[src/rtl/uart_reg_arbiter.sv]
// uart_reg_arbiter: serialises single-register transactions from two requesters
// onto the UART register bank and returns read data or a write acknowledge.
module uart_reg_arbiter #(
    parameter int unsigned PRIO_FIXED = 0
) (
    input  logic       clk,
    input  logic       rst_n,
    input  logic       rq0_valid,
    output logic       rq0_ready,
    input  logic       rq0_write,
    input  logic [2:0] rq0_addr,
    input  logic [7:0] rq0_wdata,
    input  logic       rq1_valid,
    output logic       rq1_ready,
    input  logic       rq1_write,
    input  logic [2:0] rq1_addr,
    input  logic [7:0] rq1_wdata,
    output logic       rsp0_valid,
    output logic [7:0] rsp0_rdata,
    output logic       rsp0_err,
    output logic       rsp1_valid,
    output logic [7:0] rsp1_rdata,
    output logic       rsp1_err,
    output logic       rb_w_e,
    output logic       rb_r_e,
    output logic [7:0] rb_w_addr,
    output logic [7:0] rb_r_addr,
    output logic [7:0] rb_w_data,
    input  logic [7:0] rb_r_data,
    input  logic       tx_full
);

    localparam int unsigned AW  = 3;
    localparam int unsigned DW  = 8;
    localparam int unsigned BAW = 8;
    localparam logic [AW-1:0] IDX_FSR = AW'(5);
    localparam logic [AW-1:0] IDX_TBR = AW'(6);
    localparam logic [AW-1:0] IDX_RBR = AW'(7);

    typedef enum logic [1:0] {IDLE, ISSUE, RESP} state_t;

    state_t          state_q, state_d;
    logic            last_grant_q, last_grant_d;
    logic            owner_q, owner_d;
    logic            write_q, write_d;
    logic            ro_err_q, ro_err_d;

    logic            rsp0_valid_d, rsp1_valid_d;
    logic [DW-1:0]   rsp0_rdata_d, rsp1_rdata_d;
    logic            rsp0_err_d, rsp1_err_d;
    logic            rb_w_e_d, rb_r_e_d;
    logic [BAW-1:0]  rb_w_addr_d, rb_r_addr_d;
    logic [DW-1:0]   rb_w_data_d;

    logic            elig0, elig1, grant0, grant1;
    logic            sel_write;
    logic [AW-1:0]   sel_addr;
    logic [DW-1:0]   sel_wdata;
    logic            sel_ro;
    logic [DW-1:0]   issue_rdata;

    // Eligibility and grant; a TBR write is held off while the transmitter is full
    always_comb begin
        elig0  = rq0_valid && !(rq0_write && (rq0_addr == IDX_TBR) && tx_full);
        elig1  = rq1_valid && !(rq1_write && (rq1_addr == IDX_TBR) && tx_full);
        grant0 = elig0 && (!elig1 || (PRIO_FIXED != 0) || last_grant_q);
        grant1 = elig1 && !grant0;
        rq0_ready = (state_q == IDLE) && grant0;
        rq1_ready = (state_q == IDLE) && grant1;
        sel_write = grant1 ? rq1_write : rq0_write;
        sel_addr  = grant1 ? rq1_addr  : rq0_addr;
        sel_wdata = grant1 ? rq1_wdata : rq0_wdata;
        sel_ro    = (sel_addr == IDX_FSR) || (sel_addr == IDX_RBR);
    end

    // Next-state and next-output logic; every output defaults to 0 each cycle
    always_comb begin
        state_d      = state_q;
        last_grant_d = last_grant_q;
        owner_d      = owner_q;
        write_d      = write_q;
        ro_err_d     = ro_err_q;
        rsp0_valid_d = 1'b0;
        rsp1_valid_d = 1'b0;
        rsp0_rdata_d = '0;
        rsp1_rdata_d = '0;
        rsp0_err_d   = 1'b0;
        rsp1_err_d   = 1'b0;
        rb_w_e_d     = 1'b0;
        rb_r_e_d     = 1'b0;
        rb_w_addr_d  = '0;
        rb_r_addr_d  = '0;
        rb_w_data_d  = '0;
        issue_rdata  = write_q ? '0 : rb_r_data;

        case (state_q)
            IDLE: begin
                if (grant0 || grant1) begin
                    state_d      = ISSUE;
                    last_grant_d = grant1;
                    owner_d      = grant1;
                    write_d      = sel_write;
                    ro_err_d     = sel_write && sel_ro;
                    if (sel_write && !sel_ro) begin
                        rb_w_e_d    = 1'b1;
                        rb_w_addr_d = BAW'(sel_addr);
                        rb_w_data_d = sel_wdata;
                    end else if (!sel_write) begin
                        rb_r_e_d    = 1'b1;
                        rb_r_addr_d = BAW'(sel_addr);
                    end
                end
            end
            ISSUE: begin
                state_d = RESP;
                if (owner_q) begin
                    rsp1_valid_d = 1'b1;
                    rsp1_rdata_d = issue_rdata;
                    rsp1_err_d   = ro_err_q;
                end else begin
                    rsp0_valid_d = 1'b1;
                    rsp0_rdata_d = issue_rdata;
                    rsp0_err_d   = ro_err_q;
                end
            end
            RESP: begin
                state_d = IDLE;
            end
            default: begin
                state_d = IDLE;
            end
        endcase
    end

    // State, transaction and output registers
    always_ff @(posedge clk or negedge rst_n) begin
        if (!rst_n) begin
            state_q      <= IDLE;
            last_grant_q <= 1'b1;
            owner_q      <= 1'b0;
            write_q      <= 1'b0;
            ro_err_q     <= 1'b0;
            rsp0_valid   <= 1'b0;
            rsp1_valid   <= 1'b0;
            rsp0_rdata   <= '0;
            rsp1_rdata   <= '0;
            rsp0_err     <= 1'b0;
            rsp1_err     <= 1'b0;
            rb_w_e       <= 1'b0;
            rb_r_e       <= 1'b0;
            rb_w_addr    <= '0;
            rb_r_addr    <= '0;
            rb_w_data    <= '0;
        end else begin
            state_q      <= state_d;
            last_grant_q <= last_grant_d;
            owner_q      <= owner_d;
            write_q      <= write_d;
            ro_err_q     <= ro_err_d;
            rsp0_valid   <= rsp0_valid_d;
            rsp1_valid   <= rsp1_valid_d;
            rsp0_rdata   <= rsp0_rdata_d;
            rsp1_rdata   <= rsp1_rdata_d;
            rsp0_err     <= rsp0_err_d;
            rsp1_err     <= rsp1_err_d;
            rb_w_e       <= rb_w_e_d;
            rb_r_e       <= rb_r_e_d;
            rb_w_addr    <= rb_w_addr_d;
            rb_r_addr    <= rb_r_addr_d;
            rb_w_data    <= rb_w_data_d;
        end
    end

endmodule

[config.mk]
export PLATFORM = sky130hd
export DESIGN_NAME = uart_reg_arbiter
export DESIGN_NICKNAME = d
export VERILOG_FILES = /design/src/rtl/uart_reg_arbiter.sv
export SDC_FILE = /design/constraint.sdc
export NUM_CORES = 1
export LEC_CHECK = 0
export CAP_MARGIN = 20
export CORE_AREA = 5 5 77 79
export DETAILED_ROUTE_END_ITERATION = 7
export DIE_AREA = 0 0 82 84
export PLACE_DENSITY = 0.82
export SLEW_MARGIN = 15
export SYNTH_ARGS = -nofsm -noshare
export SYNTH_HDL_FRONTEND = slang
export SYNTH_SLANG_ARGS = --single-unit
[constraint.sdc]
create_clock -name clk -period 4.2 [get_ports clk]
set_clock_uncertainty 0.05 [all_clocks]
set_input_delay 0.84 -clock clk [delete_from_list [all_inputs] [get_ports clk]]
set_output_delay 0.84 -clock clk [all_outputs]
set_load 0.02 [all_outputs]
-- After elaboration in Yosys (flattened, before gate mapping)
Index checks and enable logic that the tools add are counted.
- equality and inequality tests: 6
- mux-type cells: 35
- reduce and logical (&&, ||, !) cells: 22
- operators by type and width (kind ; count):
    two-way mux 8 bit ; 9
    two-way mux 3 bit ; 8
    two-way mux 1 bit ; 16
    equality test 3 bit (second input constant) ; 4
    logical AND 1 bit ; 12
    logical NOT 1 bit ; 5
    case mux 2 bit (2 select lines) ; 1
    logical OR 1 bit ; 3
    equality test 2 x 1 -> 1 bit (second input constant) ; 1
    logical NOT 2 bit ; 1
    two-way mux 2 bit ; 1
    inequality test 2 x 1 -> 1 bit (second input constant) ; 1
    AND reduction 2 bit ; 1
- register bits after elaboration: 52
- output and inout bits: 48
- logic and storage cells: 79

-- Logic depth before layout (Yosys ltp)
- depth after elaboration: 18
- mapped depth: 6
- depth with buffers taken out: 5

-- Worst setup path before layout
Ideal clock, no wire load.
- path type: input-to-output
- start point: input port rq0_addr[0]
- end point: output port rq1_ready
- data arrival time: 1.793 ns
- data required time: 3.310 ns
- slack: 1.517 ns
- stages: 3
- cell sequence: and4b_1 a21oi_4 nor3_1
- longest elaborated chain between the ends: 9
- ends and longest elaborated chain (item ; RTL line ; RTL):
    from (decl) ; 11 ; input logic [2:0] rq0_addr,
    equality test 3 bit ; 64 ; elig0 = rq0_valid && !(rq0_write && (rq0_addr == IDX_TBR) && tx_full);
    logical AND 1 bit (2 in a row) ; 64 ;
    logical NOT 1 bit ; 64 ;
    logical AND 1 bit ; 64 ;
    logical AND 1 bit ; 66 ; grant0 = elig0 && (!elig1 || (PRIO_FIXED != 0) || last_grant_q);
    logical NOT 1 bit ; 67 ; grant1 = elig1 && !grant0;
    logical AND 1 bit ; 67 ;
    logical AND 1 bit ; 69 ; rq1_ready = (state_q == IDLE) && grant1;
    to (decl) ; 14 ; output logic rq1_ready,
Every way passes these cells.

-- Final worst setup path
- start point: input port tx_full
- end point: output port rq1_ready
- longest elaborated chain between the ends: 9
- elaborated cells between the ends (all ways): 12
- ends and longest elaborated chain (item ; RTL line ; RTL):
    from (decl) ; 30 ; input logic tx_full
    logical AND 1 bit ; 65 ; elig1 = rq1_valid && !(rq1_write && (rq1_addr == IDX_TBR) && tx_full);
    logical NOT 1 bit ; 65 ;
    logical AND 1 bit ; 65 ;
    logical NOT 1 bit ; 66 ;
    logical OR 1 bit ; 66 ;
    logical AND 1 bit ; 66 ;
    logical NOT 1 bit ; 67 ;
    logical AND 1 bit * ; 67 ;
    logical AND 1 bit * ; 69 ;
Every way passes the cells marked *; elsewhere a longest branch is shown, timed or not.

==> flow_metrics.env <==
export IMPL_yosys_warnings=0
export IMPL_ir_drop_mv=0.174
export IMPL_critPathRequiredTime_ns=3.31
export IMPL_initial_utilization=0.332
export IMPL_path_class="input pin to output pin"
export IMPL_wl_per_cell_microns=13.5
export IMPL_hold_ws_ns=0.433
export IMPL_multi_input_area_sq_um=608
export IMPL_worstPathMaxFanout=7
export IMPL_register_area_sq_mm=0.00105
export IMPL_p_leak_uw=0.00121
export IMPL_fin_nets=272
export IMPL_grtUsageMet1=0.157
export IMPL_grt_max_degree=43
export IMPL_cp_depth=5
export IMPL_overflow=0
export IMPL_die_area_sq_mm=0.00689
export IMPL_n_antenna_cell=0
export IMPL_ios=85
export IMPL_grt_pass1_wl_mm=6.76
export IMPL_htreeDepth=2
export IMPL_post_route_util=0.506
export IMPL_worstHoldPathType="register to register"
export IMPL_rows=27
export IMPL_worstPathArrival_ns=2.72
export IMPL_crit_family="buffers and inverters"
export IMPL_dr_pass1_iters=4
export IMPL_cp_start_kind="input pin"
export IMPL_grt_use_total=0.128
export IMPL_fin_crit_ns=3.61
export IMPL_synth_avg_cell_area_sq_um=11.2
export IMPL_netlist_instances=157
export IMPL_area_delta_synth_final_pct=52.2
export IMPL_drive_above_1_share=0.0636
export IMPL_globalplace_congestion=0.885
export IMPL_crit_top_cell="clkdlybuf4s50_1"
export IMPL_endpoint_kind="output pin"
export IMPL_critPathSlowestCell="clkdlybuf4s50_1"
export IMPL_timing_hold_violations_final=0
export IMPL_fillers=498
export IMPL_cts_root_buf="clkbuf_8"
export IMPL_finalSetupViolCount=0
export IMPL_port_buffers=74
export IMPL_rsz0062_at_grt="no"
export IMPL_detail_route_wirelength_mm=4.14
export IMPL_cts_tree="yes"
export IMPL_clockBufferDepth=2
export IMPL_powerDensity_mw_per_mm2=509
export IMPL_ctsHoldBuffers=0
export IMPL_grt_use_met2=0.214
export IMPL_antenna_found_initial=0
export IMPL_tightest_slew_ns=0.868
export IMPL_hpwl_mm=3.17
export IMPL_ys_seq_area_frac=0.601
export IMPL_status="finished clean"
export IMPL_worstPathCellList="clkdlybuf4s50_1, and4b_1, a21oi_4, nor3_1, clkdlybuf4s50_1"
export IMPL_design_core_area_sq_mm=0.00527
export IMPL_syn_cell_area_sq_mm=0.00175
export IMPL_grt_busiest_layer="met2"
export IMPL_setup_tns_ns=0
export IMPL_max_stage_delay_ns=0.66
export IMPL_r2r_cells=5
export IMPL_worstHoldPathCells=1
export IMPL_synth_flop_cell="dfrtp_1"
export IMPL_async_flop_share=1.00
export IMPL_clk_pin_slew_worst_paths_ns=0.08
export IMPL_post_cts_setup_buffer_count=0
export IMPL_drt_iter0_drc=37
export IMPL_synth_cell_types=34
export IMPL_die_x_microns=82
export IMPL_ant_nets=0
export IMPL_cts_repair_resized=0
export IMPL_clock_fmax_ghz=0.277
export IMPL_drc_errors=0
export IMPL_maxCapViolCount=0
export IMPL_grt_pass1_vias=1388
export IMPL_ys_ff_latch=42
export IMPL_clkLatencyLatePin_ns=0.29
export IMPL_grtUsageMet3=0.0302
export IMPL_vias=1361
export IMPL_clock_sinks=42
export IMPL_finalMaxSlewViolations=0
export IMPL_die_y_microns=84
export IMPL_cts_made_buffers=5
export IMPL_synth_edf_count=0
export IMPL_relSlewSlack=0.421
export IMPL_vias_per_cell=4.42
export IMPL_crit_buf_inv=2
export IMPL_finalCritPeriodShare=0.860
## flip-flops by register name, summed over array words and instances, names as in the netlist
signal and flops:
state_q 2, rsp1_valid 1, rb_r_e 1, owner_q 1, rb_w_data 8, rsp0_rdata 8, rsp0_err 1, rsp0_valid 1
rb_w_e 1, rb_w_addr 3, last_grant_q 1, ro_err_q 1, rsp1_err 1, rsp1_rdata 8, write_q 1, rb_r_addr 3
## per-layer routing
layer,up-vias,wire (microns)
met4,0,38
met2,67,2110
met1,641,1680
li1,649,-
met5,-,0
met3,4,319
## logic make-up after synthesis
| kind of cell | synth area share |
|---|---|
| flops | 0.601 |
| other cells | 0.00214 |
| compound gates | 0.0843 |
| simple gates | 0.190 |
| mux | 0.0514 |
| buf+inv | 0.0714 |
## metrics by stage
step                      area, sq um  power (uW)  setup slack, ns  cells
after CTS                        2670        1370            0.586    308
final                            2670        1360            0.589    308
after detailed placement         2520         983            0.587    300
after global routing             2670        1440            0.465    308
after global placement           2520         971            0.629    300
after floorplan                  1790         782             1.52    166
## cell usage after synthesis, types with 2 or more instances
master	number	area share
inv_1	10	0.021
o21ai_0	2	0.0057
dfrtp_1	41	0.59
nor2_1	30	0.064
mux2i_1	9	0.051
nand3b_1	2	0.0086
nor3_1	4	0.011
a21oi_1	6	0.017
nand2b_1	9	0.032
nor2b_1	2	0.0071
buf_4	11	0.047
or3b_1	2	0.010
nand2_1	8	0.017
## cell usage in the layout, fill, tap and decap left out, types with 4 or more instances in the layout
master,count
a21oi_1,6
nor2_1,30
nor3_1,4
dfrtp_1,41
clkbuf_8,6
nand2_1,8
mux2i_1,9
nand2b_1,9
inv_1,10
conb_1,10
clkdlybuf4s50_1,73
## layout make-up
| class | count | share of cell area |
|---|---|---|
| tap | 72 | 0.0338 |
| multi-input combinational | 102 | 0.228 |
| timing repair buffer | 74 | 0.276 |
| clock inverter | 2 | 0.0225 |
| clock buffer | 6 | 0.0310 |
| sequential | 42 | 0.395 |
| inverter | 10 | 0.0141 |
## power by group
group | internal (uW) | switching [uW]
clock | 253 | 133
sequential | 482 | 36.8
combinational | 198 | 254
total | 934 | 424
## worst paths after layout
kind	from	slack, ns	end
worst min register to register	state_q[1]	0.43	state_q[1]
worst max-delay path	tx_full	0.59	rq1_ready
min in group asynchronous	rst_n	0.61	rb_w_data[6]
worst min-delay path	state_q[1]	0.43	state_q[1]
max in group asynchronous	rst_n	2.94	rb_r_addr[0]
worst max register to register	last_grant_q	2.31	rb_w_data[4]
## worst register-to-register path, delay by kind of cell (launching register included)
family | cells | cell delay, ns
simple gates | 4 | 0.95
flops | 1 | 0.56
compound gates | 1 | 0.25
Note: power is estimated with default switching activity, not from simulation.
